`src/rtl/fir_pkg.sv`:
```
// Shared types and helpers for the FIR tap-RAM arbiter.
package fir_pkg;

    localparam int unsigned TAP_BASE = 32'h80;

    typedef enum logic [1:0] {
        OWN_NONE,
        OWN_CW,
        OWN_CR,
        OWN_EN
    } owner_e;

    // Config byte address hits a word-aligned tap slot.
    function automatic logic tap_in_range(input logic [31:0] addr, input int unsigned tape_num);
        return (addr >= TAP_BASE)
            && (addr <= TAP_BASE + 32'd4 * tape_num - 32'd1)
            && (addr[1:0] == 2'b00);
    endfunction

endpackage

```
`src/rtl/fir_tap_arbiter_if.sv`:
```
// Requester-side handshakes (config write, config read, engine fetch) of the tap arbiter.
interface fir_tap_arbiter_if #(
    parameter int unsigned pADDR_WIDTH = 12,
    parameter int unsigned pDATA_WIDTH = 32
);
    logic                   cw_req;
    logic [pADDR_WIDTH-1:0] cw_addr;
    logic [pDATA_WIDTH-1:0] cw_data;
    logic                   cw_gnt;
    logic                   cw_err;

    logic                   cr_req;
    logic [pADDR_WIDTH-1:0] cr_addr;
    logic                   cr_gnt;
    logic                   cr_rvalid;
    logic [pDATA_WIDTH-1:0] cr_rdata;
    logic                   cr_err;

    logic                   en_req;
    logic [pADDR_WIDTH-1:0] en_idx;
    logic                   en_gnt;
    logic                   en_rvalid;
    logic [pDATA_WIDTH-1:0] en_rdata;

    modport master (
        output cw_req, cw_addr, cw_data, cr_req, cr_addr, en_req, en_idx,
        input  cw_gnt, cw_err, cr_gnt, cr_rvalid, cr_rdata, cr_err,
               en_gnt, en_rvalid, en_rdata
    );

    modport slave (
        input  cw_req, cw_addr, cw_data, cr_req, cr_addr, en_req, en_idx,
        output cw_gnt, cw_err, cr_gnt, cr_rvalid, cr_rdata, cr_err,
               en_gnt, en_rvalid, en_rdata
    );
endinterface

```
`src/rtl/fir_tap_addr_check.sv`:
```
// Config address decode: legal tap slot check and byte offset into the tap RAM.
module fir_tap_addr_check
    import fir_pkg::*;
#(
    parameter int unsigned pADDR_WIDTH = 12,
    parameter int unsigned Tape_Num    = 11
) (
    input  logic [pADDR_WIDTH-1:0] addr,
    output logic                   in_range,
    output logic [pADDR_WIDTH-1:0] offset
);

    assign in_range = tap_in_range(32'(addr), Tape_Num);
    assign offset   = in_range ? (addr - pADDR_WIDTH'(TAP_BASE)) : '0;

endmodule

```
`src/rtl/fir_tap_arbiter.sv`:
```
// Single-port tap RAM arbiter: config write/read vs. FIR engine fetch, with write
// protection and bounded config-read latency while the engine is running.
module fir_tap_arbiter
    import fir_pkg::*;
#(
    parameter int unsigned pADDR_WIDTH = 12,
    parameter int unsigned pDATA_WIDTH = 32,
    parameter int unsigned Tape_Num    = 11,
    parameter int unsigned pMAX_WAIT   = 4
) (
    input  logic                   axis_clk,
    input  logic                   axis_rst_n,
    input  logic                   engine_busy,
    fir_tap_arbiter_if.slave       bus,
    output logic [3:0]             tap_WE,
    output logic                   tap_EN,
    output logic [pDATA_WIDTH-1:0] tap_Di,
    output logic [pADDR_WIDTH-1:0] tap_A,
    input  logic [pDATA_WIDTH-1:0] tap_Do
);

    localparam int unsigned CNT_W = $clog2(pMAX_WAIT + 1);

    logic                   cw_ok;
    logic                   cr_ok;
    logic                   en_ok;
    logic [pADDR_WIDTH-1:0] cw_off;
    logic [pADDR_WIDTH-1:0] cr_off;

    fir_tap_addr_check #(.pADDR_WIDTH(pADDR_WIDTH), .Tape_Num(Tape_Num)) u_cw_chk (
        .addr     (bus.cw_addr),
        .in_range (cw_ok),
        .offset   (cw_off)
    );

    fir_tap_addr_check #(.pADDR_WIDTH(pADDR_WIDTH), .Tape_Num(Tape_Num)) u_cr_chk (
        .addr     (bus.cr_addr),
        .in_range (cr_ok),
        .offset   (cr_off)
    );

    assign en_ok = (32'(bus.en_idx) < Tape_Num);

    logic [CNT_W-1:0]       cnt_q, cnt_d;
    owner_e                 owner_q, owner_d;
    logic                   nodata_q, nodata_d;
    logic [pDATA_WIDTH-1:0] cr_hold_q;
    logic [pDATA_WIDTH-1:0] en_hold_q;

    logic                   starved;
    logic                   pick_cr;
    logic                   pick_en;
    logic                   cw_gnt_a, cw_err_a, cr_gnt_a, en_gnt_a;
    logic                   ram_en;
    logic [3:0]             ram_we;
    logic [pDATA_WIDTH-1:0] ram_di;
    logic [pADDR_WIDTH-1:0] ram_a;

    assign starved = (cnt_q == CNT_W'(pMAX_WAIT));

    // Arbitration and BRAM drive for the current cycle.
    always_comb begin
        cw_gnt_a = 1'b0;
        cw_err_a = 1'b0;
        cr_gnt_a = 1'b0;
        en_gnt_a = 1'b0;
        pick_cr  = 1'b0;
        pick_en  = 1'b0;
        ram_en   = 1'b0;
        ram_we   = 4'h0;
        ram_di   = '0;
        ram_a    = '0;
        owner_d  = OWN_NONE;
        nodata_d = 1'b0;
        cnt_d    = cnt_q;

        if (!engine_busy) begin
            cnt_d = '0;
            if (bus.cw_req) begin
                cw_gnt_a = 1'b1;
                cw_err_a = !cw_ok;
                if (cw_ok) begin
                    ram_en = 1'b1;
                    ram_we = 4'hF;
                    ram_di = bus.cw_data;
                    ram_a  = cw_off;
                end
            end else if (bus.cr_req) begin
                pick_cr = 1'b1;
            end else if (bus.en_req) begin
                pick_en = 1'b1;
            end
        end else begin
            // Writes are refused without touching the RAM, so the slot stays free.
            if (bus.cw_req) begin
                cw_gnt_a = 1'b1;
                cw_err_a = 1'b1;
            end
            if (bus.cr_req && (!bus.en_req || starved)) begin
                pick_cr = 1'b1;
            end else if (bus.en_req) begin
                pick_en = 1'b1;
                if (bus.cr_req) begin
                    cnt_d = cnt_q + 1'b1;
                end
            end
        end

        if (pick_cr) begin
            cr_gnt_a = 1'b1;
            owner_d  = OWN_CR;
            nodata_d = !cr_ok;
            cnt_d    = '0;
            if (cr_ok) begin
                ram_en = 1'b1;
                ram_a  = cr_off;
            end
        end else if (pick_en) begin
            en_gnt_a = 1'b1;
            owner_d  = OWN_EN;
            nodata_d = !en_ok;
            if (en_ok) begin
                ram_en = 1'b1;
                ram_a  = bus.en_idx << 2;
            end
        end
    end

    always_ff @(posedge axis_clk or negedge axis_rst_n) begin
        if (!axis_rst_n) begin
            cnt_q     <= '0;
            owner_q   <= OWN_NONE;
            nodata_q  <= 1'b0;
            cr_hold_q <= '0;
            en_hold_q <= '0;
        end else begin
            cnt_q    <= cnt_d;
            owner_q  <= owner_d;
            nodata_q <= nodata_d;
            if (bus.cr_rvalid) begin
                cr_hold_q <= bus.cr_rdata;
            end
            if (bus.en_rvalid) begin
                en_hold_q <= bus.en_rdata;
            end
        end
    end

    logic [pDATA_WIDTH-1:0] ret_data;

    // Read return follows the owner tag registered at grant time.
    assign ret_data      = nodata_q ? '0 : tap_Do;
    assign bus.cr_rvalid = (owner_q == OWN_CR);
    assign bus.cr_err    = bus.cr_rvalid & nodata_q;
    assign bus.cr_rdata  = bus.cr_rvalid ? ret_data : cr_hold_q;
    assign bus.en_rvalid = (owner_q == OWN_EN);
    assign bus.en_rdata  = bus.en_rvalid ? ret_data : en_hold_q;

    // Grants and RAM strobes are held quiet while reset is asserted.
    assign bus.cw_gnt = axis_rst_n & cw_gnt_a;
    assign bus.cw_err = axis_rst_n & cw_err_a;
    assign bus.cr_gnt = axis_rst_n & cr_gnt_a;
    assign bus.en_gnt = axis_rst_n & en_gnt_a;
    assign tap_EN     = axis_rst_n & ram_en;
    assign tap_WE     = axis_rst_n ? ram_we : 4'h0;
    assign tap_Di     = axis_rst_n ? ram_di : '0;
    assign tap_A      = axis_rst_n ? ram_a  : '0;

endmodule

```
`src/flat_wrapper.sv`:
```
// flat-port wrapper written by rule: the top's interface ports become plain ports
module fir_tap_arbiter_flat import fir_pkg::*;
#(
    parameter int unsigned pADDR_WIDTH = 12,
    parameter int unsigned pDATA_WIDTH = 32,
    parameter int unsigned Tape_Num    = 11,
    parameter int unsigned pMAX_WAIT   = 4
)
  (axis_clk, axis_rst_n, engine_busy, tap_WE, tap_EN, tap_Di, tap_A, tap_Do, bus_cw_req, bus_cw_addr, bus_cw_data, bus_cr_req, bus_cr_addr, bus_en_req, bus_en_idx, bus_cw_gnt, bus_cw_err, bus_cr_gnt, bus_cr_rvalid, bus_cr_rdata, bus_cr_err, bus_en_gnt, bus_en_rvalid, bus_en_rdata);
  fir_tap_arbiter_if #(.pADDR_WIDTH(pADDR_WIDTH), .pDATA_WIDTH(pDATA_WIDTH)) bus_i ();
  input  logic axis_clk;
  input  logic axis_rst_n;
  input  logic engine_busy;
  output logic [3:0] tap_WE;
  output logic tap_EN;
  output logic [pDATA_WIDTH-1:0] tap_Di;
  output logic [pADDR_WIDTH-1:0] tap_A;
  input  logic [pDATA_WIDTH-1:0] tap_Do;
  input wire logic [$bits(bus_i.cw_req)-1:0] bus_cw_req;
  input wire logic [$bits(bus_i.cw_addr)-1:0] bus_cw_addr;
  input wire logic [$bits(bus_i.cw_data)-1:0] bus_cw_data;
  input wire logic [$bits(bus_i.cr_req)-1:0] bus_cr_req;
  input wire logic [$bits(bus_i.cr_addr)-1:0] bus_cr_addr;
  input wire logic [$bits(bus_i.en_req)-1:0] bus_en_req;
  input wire logic [$bits(bus_i.en_idx)-1:0] bus_en_idx;
  output wire logic [$bits(bus_i.cw_gnt)-1:0] bus_cw_gnt;
  output wire logic [$bits(bus_i.cw_err)-1:0] bus_cw_err;
  output wire logic [$bits(bus_i.cr_gnt)-1:0] bus_cr_gnt;
  output wire logic [$bits(bus_i.cr_rvalid)-1:0] bus_cr_rvalid;
  output wire logic [$bits(bus_i.cr_rdata)-1:0] bus_cr_rdata;
  output wire logic [$bits(bus_i.cr_err)-1:0] bus_cr_err;
  output wire logic [$bits(bus_i.en_gnt)-1:0] bus_en_gnt;
  output wire logic [$bits(bus_i.en_rvalid)-1:0] bus_en_rvalid;
  output wire logic [$bits(bus_i.en_rdata)-1:0] bus_en_rdata;
  assign bus_i.cw_req = bus_cw_req;
  assign bus_i.cw_addr = bus_cw_addr;
  assign bus_i.cw_data = bus_cw_data;
  assign bus_i.cr_req = bus_cr_req;
  assign bus_i.cr_addr = bus_cr_addr;
  assign bus_i.en_req = bus_en_req;
  assign bus_i.en_idx = bus_en_idx;
  assign bus_cw_gnt = bus_i.cw_gnt;
  assign bus_cw_err = bus_i.cw_err;
  assign bus_cr_gnt = bus_i.cr_gnt;
  assign bus_cr_rvalid = bus_i.cr_rvalid;
  assign bus_cr_rdata = bus_i.cr_rdata;
  assign bus_cr_err = bus_i.cr_err;
  assign bus_en_gnt = bus_i.en_gnt;
  assign bus_en_rvalid = bus_i.en_rvalid;
  assign bus_en_rdata = bus_i.en_rdata;
  fir_tap_arbiter #(.pADDR_WIDTH(pADDR_WIDTH), .pDATA_WIDTH(pDATA_WIDTH), .Tape_Num(Tape_Num), .pMAX_WAIT(pMAX_WAIT)) u_core (.axis_clk(axis_clk), .axis_rst_n(axis_rst_n), .engine_busy(engine_busy), .bus(bus_i), .tap_WE(tap_WE), .tap_EN(tap_EN), .tap_Di(tap_Di), .tap_A(tap_A), .tap_Do(tap_Do));
endmodule
```
`config.mk`:
```
export PLATFORM = sky130hd
export DESIGN_NAME = fir_tap_arbiter_flat
export DESIGN_NICKNAME = d
export VERILOG_FILES = /design/src/rtl/fir_pkg.sv /design/src/rtl/fir_tap_arbiter_if.sv /design/src/rtl/fir_tap_addr_check.sv /design/src/rtl/fir_tap_arbiter.sv /design/src/flat_wrapper.sv
export SDC_FILE = /design/constraint.sdc
export NUM_CORES = 1
export LEC_CHECK = 0
export ABC_AREA = 1
export CAP_MARGIN = 20
export CORE_ASPECT_RATIO = 1.75
export CORE_MARGIN = 2
export CORE_UTILIZATION = 40
export CTS_CLUSTER_DIAMETER = 60
export DETAILED_ROUTE_END_ITERATION = 12
export MAX_ROUTING_LAYER = met4
export PLACE_DENSITY = 0.89
export SYNTH_ARGS = -nofsm -noshare
export SYNTH_HDL_FRONTEND = slang
export SYNTH_HIERARCHICAL = 1
export SYNTH_SLANG_ARGS = --single-unit
```
`constraint.sdc`:
```
create_clock -name axis_clk -period 3.05 [get_ports axis_clk]
set_input_delay 0.915 -clock axis_clk [delete_from_list [all_inputs] [get_ports axis_clk]]
set_output_delay 0.915 -clock axis_clk [all_outputs]
set_load 0.005 [all_outputs]
```
==> results of run 1 <==
-- layout by cell type, fill, tap and decap left out, types with 19 or more instances in the layout --
cell,Yosys,layout
nor2_1,99,45
buf_2,6,57
inv_2,9,19
nand2_2,2,19
clkdlybuf4s50_1,0,68
nand2_1,309,283
nor2_4,3,29
inv_1,106,90
dlygate4sd2_1,0,57
dfrtp_1,70,70
buf_4,13,84
nor2_2,2,30
-- final cells by class --
class | count | area (um2) | area share
repair buffers | 325 | 2815 | 0.3500
flip-flops and latches | 70 | 1752 | 0.2178
inverters | 115 | 451.7 | 0.05615
multi-input cells | 478 | 2594 | 0.3224
well taps | 132 | 165.2 | 0.02053
clock buffers | 9 | 225.2 | 0.02800
clock inverters | 7 | 41.29 | 0.005133
-- registers in the layout, indices dropped and copies added, names as in the netlist --
name	cells
u_core/cnt_q	3
u_core/cr_hold_q	32
u_core/en_hold_q	32
u_core/nodata_q	1
u_core/owner_q	2
-- metal layers --
layer,share of wire,wire (um),GRT usage
met1,0.34,5697,0.2515
met2,0.54,9091,0.5209
met3,0.056,930,0.03425
met4,0.059,985,0.1333
met5,0,0,-
-- repair_timing --
item                                    4_1_cts  5_1_grt
gates cloned                                  5        0
buffers inserted                             27        6
endpoints found under the setup margin      117       66
pin swaps                                    45       47
resized for setup                           442      115
-- worst min-delay path, cell delays in order, from the launching register on --
cell	delay, ps
dfrtp_1	320
nand2_1	60
nand2_1	50
-- where the power goes --
group / total [mW] / internal [mW] / switching (mW)
Combinational: 1.01 / 0.484 / 0.523
Sequential: 1.12 / 1.08 / 0.0430
Clock: 0.919 / 0.543 / 0.377
-- logic make-up (layout without fill, tap and decap cells) --
| logic type | count (synthesis) | count (layout) |
|---|---|---|
| AND/OR/NAND/NOR | 437 | 437 |
| XOR/XNOR | 2 | 2 |
| other | 2 | 10 |
| adder cells (fa/ha/maj) | 4 | 4 |
| flip-flops | 70 | 70 |
| buffers and inverters | 152 | 456 |
| AO/OA/AOI/OAI | 25 | 25 |
-- final timing paths --
| path | start | to | depth (start not counted) | slack (ps) |
|---|---|---|---|---|
| min in group asynchronous | axis_rst_n | u_core/cnt_q[2]$_DFFE_PN0P_ | 3 | 800 |
| max | bus_cw_addr[8] | tap_A[3] | 14 | -80 |
| max in group asynchronous | axis_rst_n | u_core/cr_hold_q[24]$_DFFE_PN0P_ | 3 | 1930 |
| min reg2reg | u_core/cr_hold_q[18]$_DFFE_PN0P_ | u_core/cr_hold_q[18]$_DFFE_PN0P_ | 2 | 460 |
| max reg2reg | u_core/nodata_q$_DFF_PN0_ | u_core/cr_hold_q[0]$_DFFE_PN0P_ | 7 | 1540 |
| min | u_core/cr_hold_q[18]$_DFFE_PN0P_ | u_core/cr_hold_q[18]$_DFFE_PN0P_ | 2 | 460 |
-- stage by stage --
step	instance area [um2]	setup slack, ps
detailed placement	7241	-839.2
global placement	7241	-791.3
finish	8044	-83.52
global route	8044	-134.4
floorplan	4524	40.56
CTS	7800	-100.8
==> results.md, run 1 <==
* CTS sink count at 70
* Cell Area, Synth at 0.004494 mm2
* CTS tree: built
* Final worst-path cycle share at 1.027
* Hold Crit Class: reg -> reg
* Die height at 144.2 um
* CP peak stage delay at 130 ps
* Vias in the first global route at 5,482
* Worst setup SP type: input pin
* Fin Hold WS at 460.8 ps
* Post-synth EDFFs at 0
* Final core occ at 0.7287
* Share of cells above drive strength 1 at 0.3386
* Worst VDD drop at 0.3320 mV
* Final Non-Filler Cells at 1,136
* Antenna Violating Nets Remaining at 0
* Fmax achieved at 319.1 MHz
* Synth Instances at 692
* HPWL after detailed placement at 11,110 um
* Cell row count at 51
* DRT Pass-1 Iters at 5
* Worst path top cell family by delay: buffers and inverters
* Total track usage at 0.2670
* Synth Area in Adders at 0.01114
* Sequential area share after synthesis at 0.3898
* Core Area at 0.01104 mm2
* Fill count at 819
* CP required at 2130 ps
* ANT cells at 0
* Initial core utilization at 0.4071
* First-pass GRT wire length at 24,820 um
* Vias per cell at 4.754
* Failing checks: negative setup slack
* Clock Latency Late Sink at 330 ps
* Total Power at 3.047 mW
* Worst Setup End Kind: output port
* Synth warnings at 6
* Least-Margin Pin Slew at 606.8 ps
* Number of synthesized register bits at 70
* Die area at 0.01213 mm2
* Power density over the cells at 378.8 mW/mm2
* CP Max Fanout at 4
* Layout Skew at 3.056 ps
* WS Path Type: in -> out
* Synth Area in XOR/XNOR at 0.003898
* Synth top area cells: dfrtp_1, nand2_1, inv_1
* Initial antenna violation count at 0
* Synth Flop Type: dfrtp_1
* Die width at 84.13 um
* Minimum clock period at 3134 ps
* Area fraction of the dominant cell type after synthesis at 0.3898
* H-tree lvl count at 3
* Area delta synth->final at 78.98%
* Post-synth ARST share at 1.000
* Worst rel slew slack at 0.5949
* Crit path DAT at 2220 ps
* Nets at 1,109
* Final Routed Wirelength at 16,710 um
* Commonest cells in the synthesized netlist: nand2_1, inv_1, nor2_1, dfrtp_1, clkbuf_1
* CTS Hold Bufs at 0
* TNS Setup at -870.6 ps
* Root Driver: clkbuf_16
* Placer congestion estimate at 1.069
* Largest net degree at the start of global routing at 37
* Average size of a mapped cell at 6.495 um2
* Largest family of logic cells by synthesized area: simple AND/OR/NAND/NOR gates
* MaxCap Viol Count at 0
* Buf/Inv on CP at 8
* Cell with the most instances after synthesis: nand2_1
* Outcome: finished, violations left
* CP max-delay cell: buf_6
* Final slew viol count at 0
* Unrepaired setup endpoints after global routing: yes
* Placed cells at 1,084
* Avg WL per Cell at 14.71 um
* Final Hold Viols at 0
* Clock buffer depth at 2
* TritonCTS Buffers at 9
* Residual DRC count at 0
* Area leader, netlist: dfrtp_1
* Final setup vio count at 30
* Multiplexer share of the synthesized area at 0
* Final worst setup slack at -83.52 ps
* Ports at 226
* Post-Synth Simple-Gate Area at 0.3928
* CP cell instances: buf_2, inv_2, nand2_2, nor2_4, nand3_4, inv_4, nand3_4, buf_6, inv_8, buf_12, buf_8, nand2_4, a21oi_4, buf_2
* Port Buf Inserts at 225
* DRT iter0 DRCs at 290
* P_leak at 5.156 nW
* Synth Area in Compound Gates at 0.05596
* Clk slew on worst S/H paths at 50 ps
* Routed vias at 5,400
* GRT overflow at 0
* Synth unique cells at 30
Power figures use the tool's default switching activity.
==> inputs of run 2 (changes only) <==
--- a/config.mk
+++ b/config.mk
@@ -5,15 +5,15 @@
 export SDC_FILE = /design/constraint.sdc
 export NUM_CORES = 1
 export LEC_CHECK = 0
-export ABC_AREA = 1
+export ABC_AREA = 0
 export CAP_MARGIN = 20
 export CORE_ASPECT_RATIO = 1.75
-export CORE_MARGIN = 2
+export CORE_MARGIN = 8
 export CORE_UTILIZATION = 40
 export CTS_CLUSTER_DIAMETER = 60
 export DETAILED_ROUTE_END_ITERATION = 12
 export MAX_ROUTING_LAYER = met4
-export PLACE_DENSITY = 0.89
+export PLACE_DENSITY = 0.91
 export SYNTH_ARGS = -nofsm -noshare
 export SYNTH_HDL_FRONTEND = slang
 export SYNTH_HIERARCHICAL = 1
==> results.md, run 2 <==
* Outcome: finished, violations left
* Failing checks: negative setup slack
* Initial core utilization at 0.4040
* WS Path Type: in -> out
* Post-synth ARST share at 1.000
* Worst VDD drop at 0.3436 mV
* Commonest non-fill, non-tap cell in the layout: o21ai_0
* First-pass GRT wire length at 27,160 um
* DP Worst Slack at -1388 ps
* Nets at 899
* Final slew viol count at 0
* Fin Hold WS at 469.0 ps
* CP Max Fanout at 3
* GRT overflow at 0
* P_leak at 3.689 nW
* Final Hold Viols at 0
* Share of cells above drive strength 1 at 0.3212
* Final worst setup slack at -644.2 ps
* R2r endpoint: u_core/nodata_q$_DFF_PN0_
* Die height at 152.3 um
* Design area at 0.007662 mm2
* CP max-delay cell: or4_4
* Clk slew on worst S/H paths at 50 ps
* Worst Setup End Kind: output port
* Final worst-path cycle share at 1.211
* Ports at 226
* Layout Skew at 7.964 ps
* Routed vias at 4,952
* Final setup vio count at 45
* H-tree lvl count at 3
* Synth Flop Type: dfrtp_1
* Final core occ at 0.7290
* Most frequent cells in the layout: o21ai_0, clkdlybuf4s50_1, buf_4, nand2_1, dfrtp_1
* Largest net degree at the start of global routing at 71
* Residual DRC count at 0
* CTS sink count at 70
* Core Area at 0.01051 mm2
* Minimum clock period at 3694 ps
* Die width at 93.89 um
* Number of synthesized register bits at 70
* Crit path DAT at 2780 ps
* Synth warnings at 6
* Hold Path Depth at 2
* Post-synth EDFFs at 0
* Least-Margin Pin Slew at 864.7 ps
* Cell with the most instances after synthesis: o21ai_0
* Cell Area, Synth at 0.004247 mm2
* Area delta synth->final at 80.44%
* Hold Path End: u_core/en_hold_q[22]$_DFFE_PN0P_
* Final Routed Wirelength at 17,760 um
* Placement Cell Area at 0.006974 mm2
* Avg WL per Cell at 19.20 um
* CP cell instances: buf_6, or4_4, a211oi_4, inv_2, nor3_4, buf_6, buf_12, inv_2, a21oi_2, buf_2
* Commonest cells in the synthesized netlist: o21ai_0, nand2_1, dfrtp_1, and2_1, nand2b_1
* Final Non-Filler Cells at 925
* Clock buffer depth at 2
* Power density over the cells at 389.0 mW/mm2
* DRT Pass-1 Iters at 4
* Hold path startpoint: u_core/en_hold_q[22]$_DFFE_PN0P_
* MaxCap Viol Count at 0
* Reg-to-Reg Start: u_core/cnt_q[0]$_DFFE_PN0P_
* Unrepaired setup endpoints after global routing: yes
* Hold Crit Class: reg -> reg
* Synth unique cells at 44
* Clock Latency Late Sink at 330 ps
* Average size of a mapped cell at 8.527 um2
* Worst setup SP type: input pin
* Cell row count at 50
* CP required at 2130 ps
* Vias per cell at 5.354
* CP peak stage delay at 550 ps
* Area fraction of the dominant cell type after synthesis at 0.4125
* Area leader, netlist: dfrtp_1
* Synth Instances at 498
* DRT iter0 DRCs at 193
* Worst rel slew slack at 0.4235
* Largest registers: u_core/cr_hold_q x32, u_core/en_hold_q x32, u_core/cnt_q x3
* Die area at 0.01430 mm2
* Port Buf Inserts at 220
* Sequential area share after synthesis at 0.4125
* Placed cells at 878
* Synth top area cells: dfrtp_1, o21ai_0, nand2_1
* Vias in the first global route at 5,351
* Initial antenna violation count at 1
* HPWL after detailed placement at 12,860 um
* TritonCTS Buffers at 9
* Total track usage at 0.2496
* Placer congestion estimate at 0.9082
* TNS Setup at -25,470 ps
* Fmax achieved at 270.7 MHz
* R2r worst-path depth at 8
* Worst reg-to-reg setup slack at 1510 ps
* CTS tree: built
* Root Driver: clkbuf_16
* Antenna Violating Nets Remaining at 0
* Total Power at 2.980 mW
run 2: worst max-delay path by stage:
stage	depth (start not counted)	startpoint	to
after floorplan	7	bus_cr_addr[9]	tap_A[2]
after global placement	8	bus_cw_addr[0]	tap_A[5]
after detailed placement	8	bus_cw_addr[0]	tap_A[2]
after CTS	11	bus_cw_addr[6]	tap_Di[2]
after global routing	9	bus_cr_addr[9]	tap_A[2]
final	10	bus_cw_addr[0]	tap_EN
run 2: power by group:
| group | switching (mW) | leakage (nW) | internal, mW | total [mW] |
|---|---|---|---|---|
| sequential | 0.0412 | 0.917 | 1.06 | 1.10 |
| combinational | 0.425 | 2.63 | 0.435 | 0.860 |
| clock | 0.383 | 0.142 | 0.633 | 1.02 |
run 2: cells by family after synthesis:
logic type      after synthesis  share of synthesized area
compound gates              173                     0.2643
other cells                   2                   0.001768
flops                        70                     0.4125
xor+xnor                      2                   0.004126
simple gates                177                     0.2198
buf+inv                      69                    0.08309
fa+ha+maj                     4                    0.01179
mux                           1                   0.002652
run 2: worst max-delay path: cells and delay by family:
kind	cells	cell delay [ps]
simple gates	2	740
buf+inv	6	680
compound gates	2	450
run 2: area by class of cell:
| type | instances | area, um2 |
|---|---|---|
| clock inverter | 7 | 72.57 |
| multi-input combinational | 367 | 2391 |
| inverter | 22 | 82.58 |
| antenna | 1 | 2.502 |
| sequential | 70 | 1752 |
| timing repair buffer | 319 | 2974 |
| clock buffer | 9 | 225.2 |
| fill | 753 | 2848 |
| tap | 130 | 162.7 |
run 2: timing repair:
action / CTS / global route
gates cloned: 5 / 0
pin swaps: 44 / 24
resized for setup: 390 / 43
buffers inserted: 25 / 5
endpoints found under the setup margin: 107 / 52
hold buffers: 0 / 0
run 2: per-layer routing:
| metal | vias up | track usage | wire, um |
|---|---|---|---|
| li1 | 2272 | - | - |
| met1 | 2367 | 0.2300 | 5919 |
| met2 | 245 | 0.4576 | 9926 |
| met3 | 68 | 0.03947 | 939 |
| met4 | 0 | 0.1506 | 972 |
| met5 | - | - | 0 |
==> inputs of run 3 (changes only) <==
--- a/config.mk
+++ b/config.mk
@@ -9,11 +9,11 @@
 export CAP_MARGIN = 20
 export CORE_ASPECT_RATIO = 1.75
 export CORE_MARGIN = 8
-export CORE_UTILIZATION = 40
+export CORE_UTILIZATION = 36
 export CTS_CLUSTER_DIAMETER = 60
 export DETAILED_ROUTE_END_ITERATION = 12
 export MAX_ROUTING_LAYER = met4
-export PLACE_DENSITY = 0.91
+export PLACE_DENSITY = 0.87
 export SYNTH_ARGS = -nofsm -noshare
 export SYNTH_HDL_FRONTEND = slang
 export SYNTH_HIERARCHICAL = 1
==> constraint.sdc (replaced) <==
create_clock -name axis_clk -period 3.3 [get_ports axis_clk]
set_input_delay 0.99 -clock axis_clk [delete_from_list [all_inputs] [get_ports axis_clk]]
set_output_delay 0.99 -clock axis_clk [all_outputs]
set_load 0.005 [all_outputs]
==> results.md, run 3 (synthesis results as in run 2) <==
* Final Hold Viols at 0
* Vias per cell at 5.155
* Minimum clock period at 3892 ps
* Comb pwr share at 0.284
* WS Path Type: in -> out
* Final slew viol count at 0
* NetSw at 767.9 uW
* Clock buffer depth at 2
* Worst Setup End Kind: output port
* ANT cells at 0
* Routed vias at 4,670
* Switching Share at 0.2695
* R2r worst-path depth at 7
* Placer congestion estimate at 0.9104
* Power Internal at 2.082 mW
* CP required at 2310 ps
* Total track usage at 0.2150
* TNS Setup at -23,640 ps
* DRT iter0 DRCs at 127
* Clock Latency Late Sink at 320 ps
* CTS tree: built
* Crit path DAT at 2900 ps
* CP Max Fanout at 5
* Placement Cell Area at 0.006763 mm2
* Core Area at 0.01152 mm2
* Ports at 226
* Failing checks: negative setup slack
* Most frequent cells in the layout: clkdlybuf4s50_1, o21ai_0, nand2_1, dfrtp_1, buf_6
* Power density over the cells at 369.5 mW/mm2
* TritonCTS Buffers at 9
* Clk pwr share at 0.359
* Worst reg-to-reg setup slack at 1810 ps
* Worst setup SP type: input pin
* R2r endpoint: u_core/owner_q[0]$_DFF_PN0_
* Sequential power share at 0.357
* Nets at 876
* GRT busiest layer: met2
* Vias in the first global route at 5,142
* Unrepaired setup endpoints after global routing: yes
* Design area at 0.007712 mm2
* Reg-to-Reg Start: u_core/cnt_q[0]$_DFFE_PN0P_
* Avg WL per Cell at 18.70 um
* Initial antenna violation count at 0
* Die area at 0.01566 mm2
* First-pass GRT wire length at 26,100 um
* H-tree lvl count at 3
* Critical Path Start: bus_cw_addr[11]
* Initial core utilization at 0.3688
* Commonest non-fill, non-tap cell in the layout: clkdlybuf4s50_1
* Final setup vio count at 44
* Die width at 98.10 um
* Die height at 159.7 um
* Least-Margin Pin Slew at 888.4 ps
* DRT Pass-1 Iters at 5
* Residual DRC count at 0
* Clk slew on worst S/H paths at 60 ps
* Worst rel slew slack at 0.4077
* Final worst setup slack at -592.0 ps
* Area delta synth->final at 81.61%
* Crit path capture: tap_Di[22]
* GRT overflow at 0
* Root Driver: clkbuf_16
* Outcome: finished, violations left
* Final Routed Wirelength at 16,940 um
* CTS Hold Bufs at 0
* P_leak at 3.591 nW
* Final worst-path cycle share at 1.179
* HPWL after detailed placement at 12,290 um
* DP Worst Slack at -1281 ps
* Met3 Usage GRT at 0.03657
* Share of cells above drive strength 1 at 0.3022
* Cell row count at 52
* MaxCap Viol Count at 0
* Fmax achieved at 256.9 MHz
* Largest registers: u_core/cr_hold_q x32, u_core/en_hold_q x32, u_core/cnt_q x3
* Port Buf Inserts at 220
* Met1 Usage GRT at 0.2053
* Antenna Violating Nets Remaining at 0
* Largest net degree at the start of global routing at 71
* Hold Crit Class: reg -> reg
* Layout Skew at 5.604 ps
* Worst VDD drop at 0.2136 mV
* CTS sink count at 70
* Met2 Use GR at 0.3967
-- run 3: cell types whose count changed in the layout (fill, tap and decap cells not counted), sizes merged --
cell	delta
clkinv	-1
dlymetal6s2s	+10
buf	-25
bufinv	+1
clkbuf	+1
clkdlybuf4s50	+42
clkdlybuf4s15	+2
clkinvlp	-1
diode	-1
dlygate4sd2	-52
-- run 3: critical path: stages --
cell and delay, ps:
buf_6 90, or4_4 540, a211oi_4 290, inv_2 110, nor3_4 260, buf_6 160
buf_6 120, buf_12 110, and2_4 130, buf_6 90
-- run 3: layer usage --
metal / vias up / wire, um / share of wire
li1: 2226 / - / -
met1: 2201 / 5894 / 0.35
met2: 192 / 9532 / 0.56
met3: 51 / 738 / 0.044
met4: 0 / 778 / 0.046
met5: - / 0 / 0
-- run 3: layout make-up --
type / count / area, um2
fillers: 847 / 3804
repair buffers: 296 / 2964
multi-input cells: 367 / 2422
flip-flops and latches: 70 / 1752
clock buffers: 10 / 229.0
well taps: 135 / 168.9
clock inverters: 6 / 93.84
inverters: 22 / 82.58
-- run 3: worst min-delay path by stage --
stage                                                 from                                to  slack [ps]  cells past startpoint
after floorplan            u_core/cr_hold_q[0]$_DFFE_PN0P_   u_core/cr_hold_q[0]$_DFFE_PN0P_         440                      2
after global placement    u_core/cr_hold_q[27]$_DFFE_PN0P_  u_core/cr_hold_q[27]$_DFFE_PN0P_         450                      2
after detailed placement  u_core/cr_hold_q[24]$_DFFE_PN0P_  u_core/cr_hold_q[24]$_DFFE_PN0P_         460                      2
after CTS                 u_core/cr_hold_q[24]$_DFFE_PN0P_  u_core/cr_hold_q[24]$_DFFE_PN0P_         470                      2
after global routing      u_core/cr_hold_q[25]$_DFFE_PN0P_  u_core/cr_hold_q[25]$_DFFE_PN0P_         490                      2
final                      u_core/en_hold_q[8]$_DFFE_PN0P_   u_core/en_hold_q[8]$_DFFE_PN0P_         470                      2
-- run 3: power groups by stage --
stage          combinational [mW]  clock (mW)  sequential [mW]
6_report                    0.809        1.02             1.02
5_1_grt                     0.892        1.09             1.03
4_1_cts                     0.812        1.05             1.02
3_5_place_dp                0.809           0             1.03
3_3_place_gp                0.785           0             1.03
2_1_floorplan               0.309           0             1.02
-- run 3: timing repair --
| action | 4_1_cts | 5_1_grt |
|---|---|---|
| setup buffers | 25 | 6 |
| pin swaps | 53 | 21 |
| endpoints found under the setup margin | 56 | 81 |
| gates cloned | 7 | 0 |
| resized for setup | 350 | 68 |
| hold endpoints to repair | 0 | 0 |
-- run 3: metrics by stage --
| step | utilization | hold WS, ps | std cells | total power, mW |
|---|---|---|---|---|
| 6_report | 0.6697 | 468.5 | 906 | 2.850 |
| 5_1_grt | 0.6697 | 494.8 | 906 | 3.010 |
| 4_1_cts | 0.6598 | 474.6 | 905 | 2.883 |
| 3_5_place_dp | 0.5872 | 462.2 | 859 | 1.843 |
| 3_3_place_gp | 0.5872 | 451.0 | 859 | 1.812 |
| 2_1_floorplan | - | 438.7 | 506 | 1.330 |
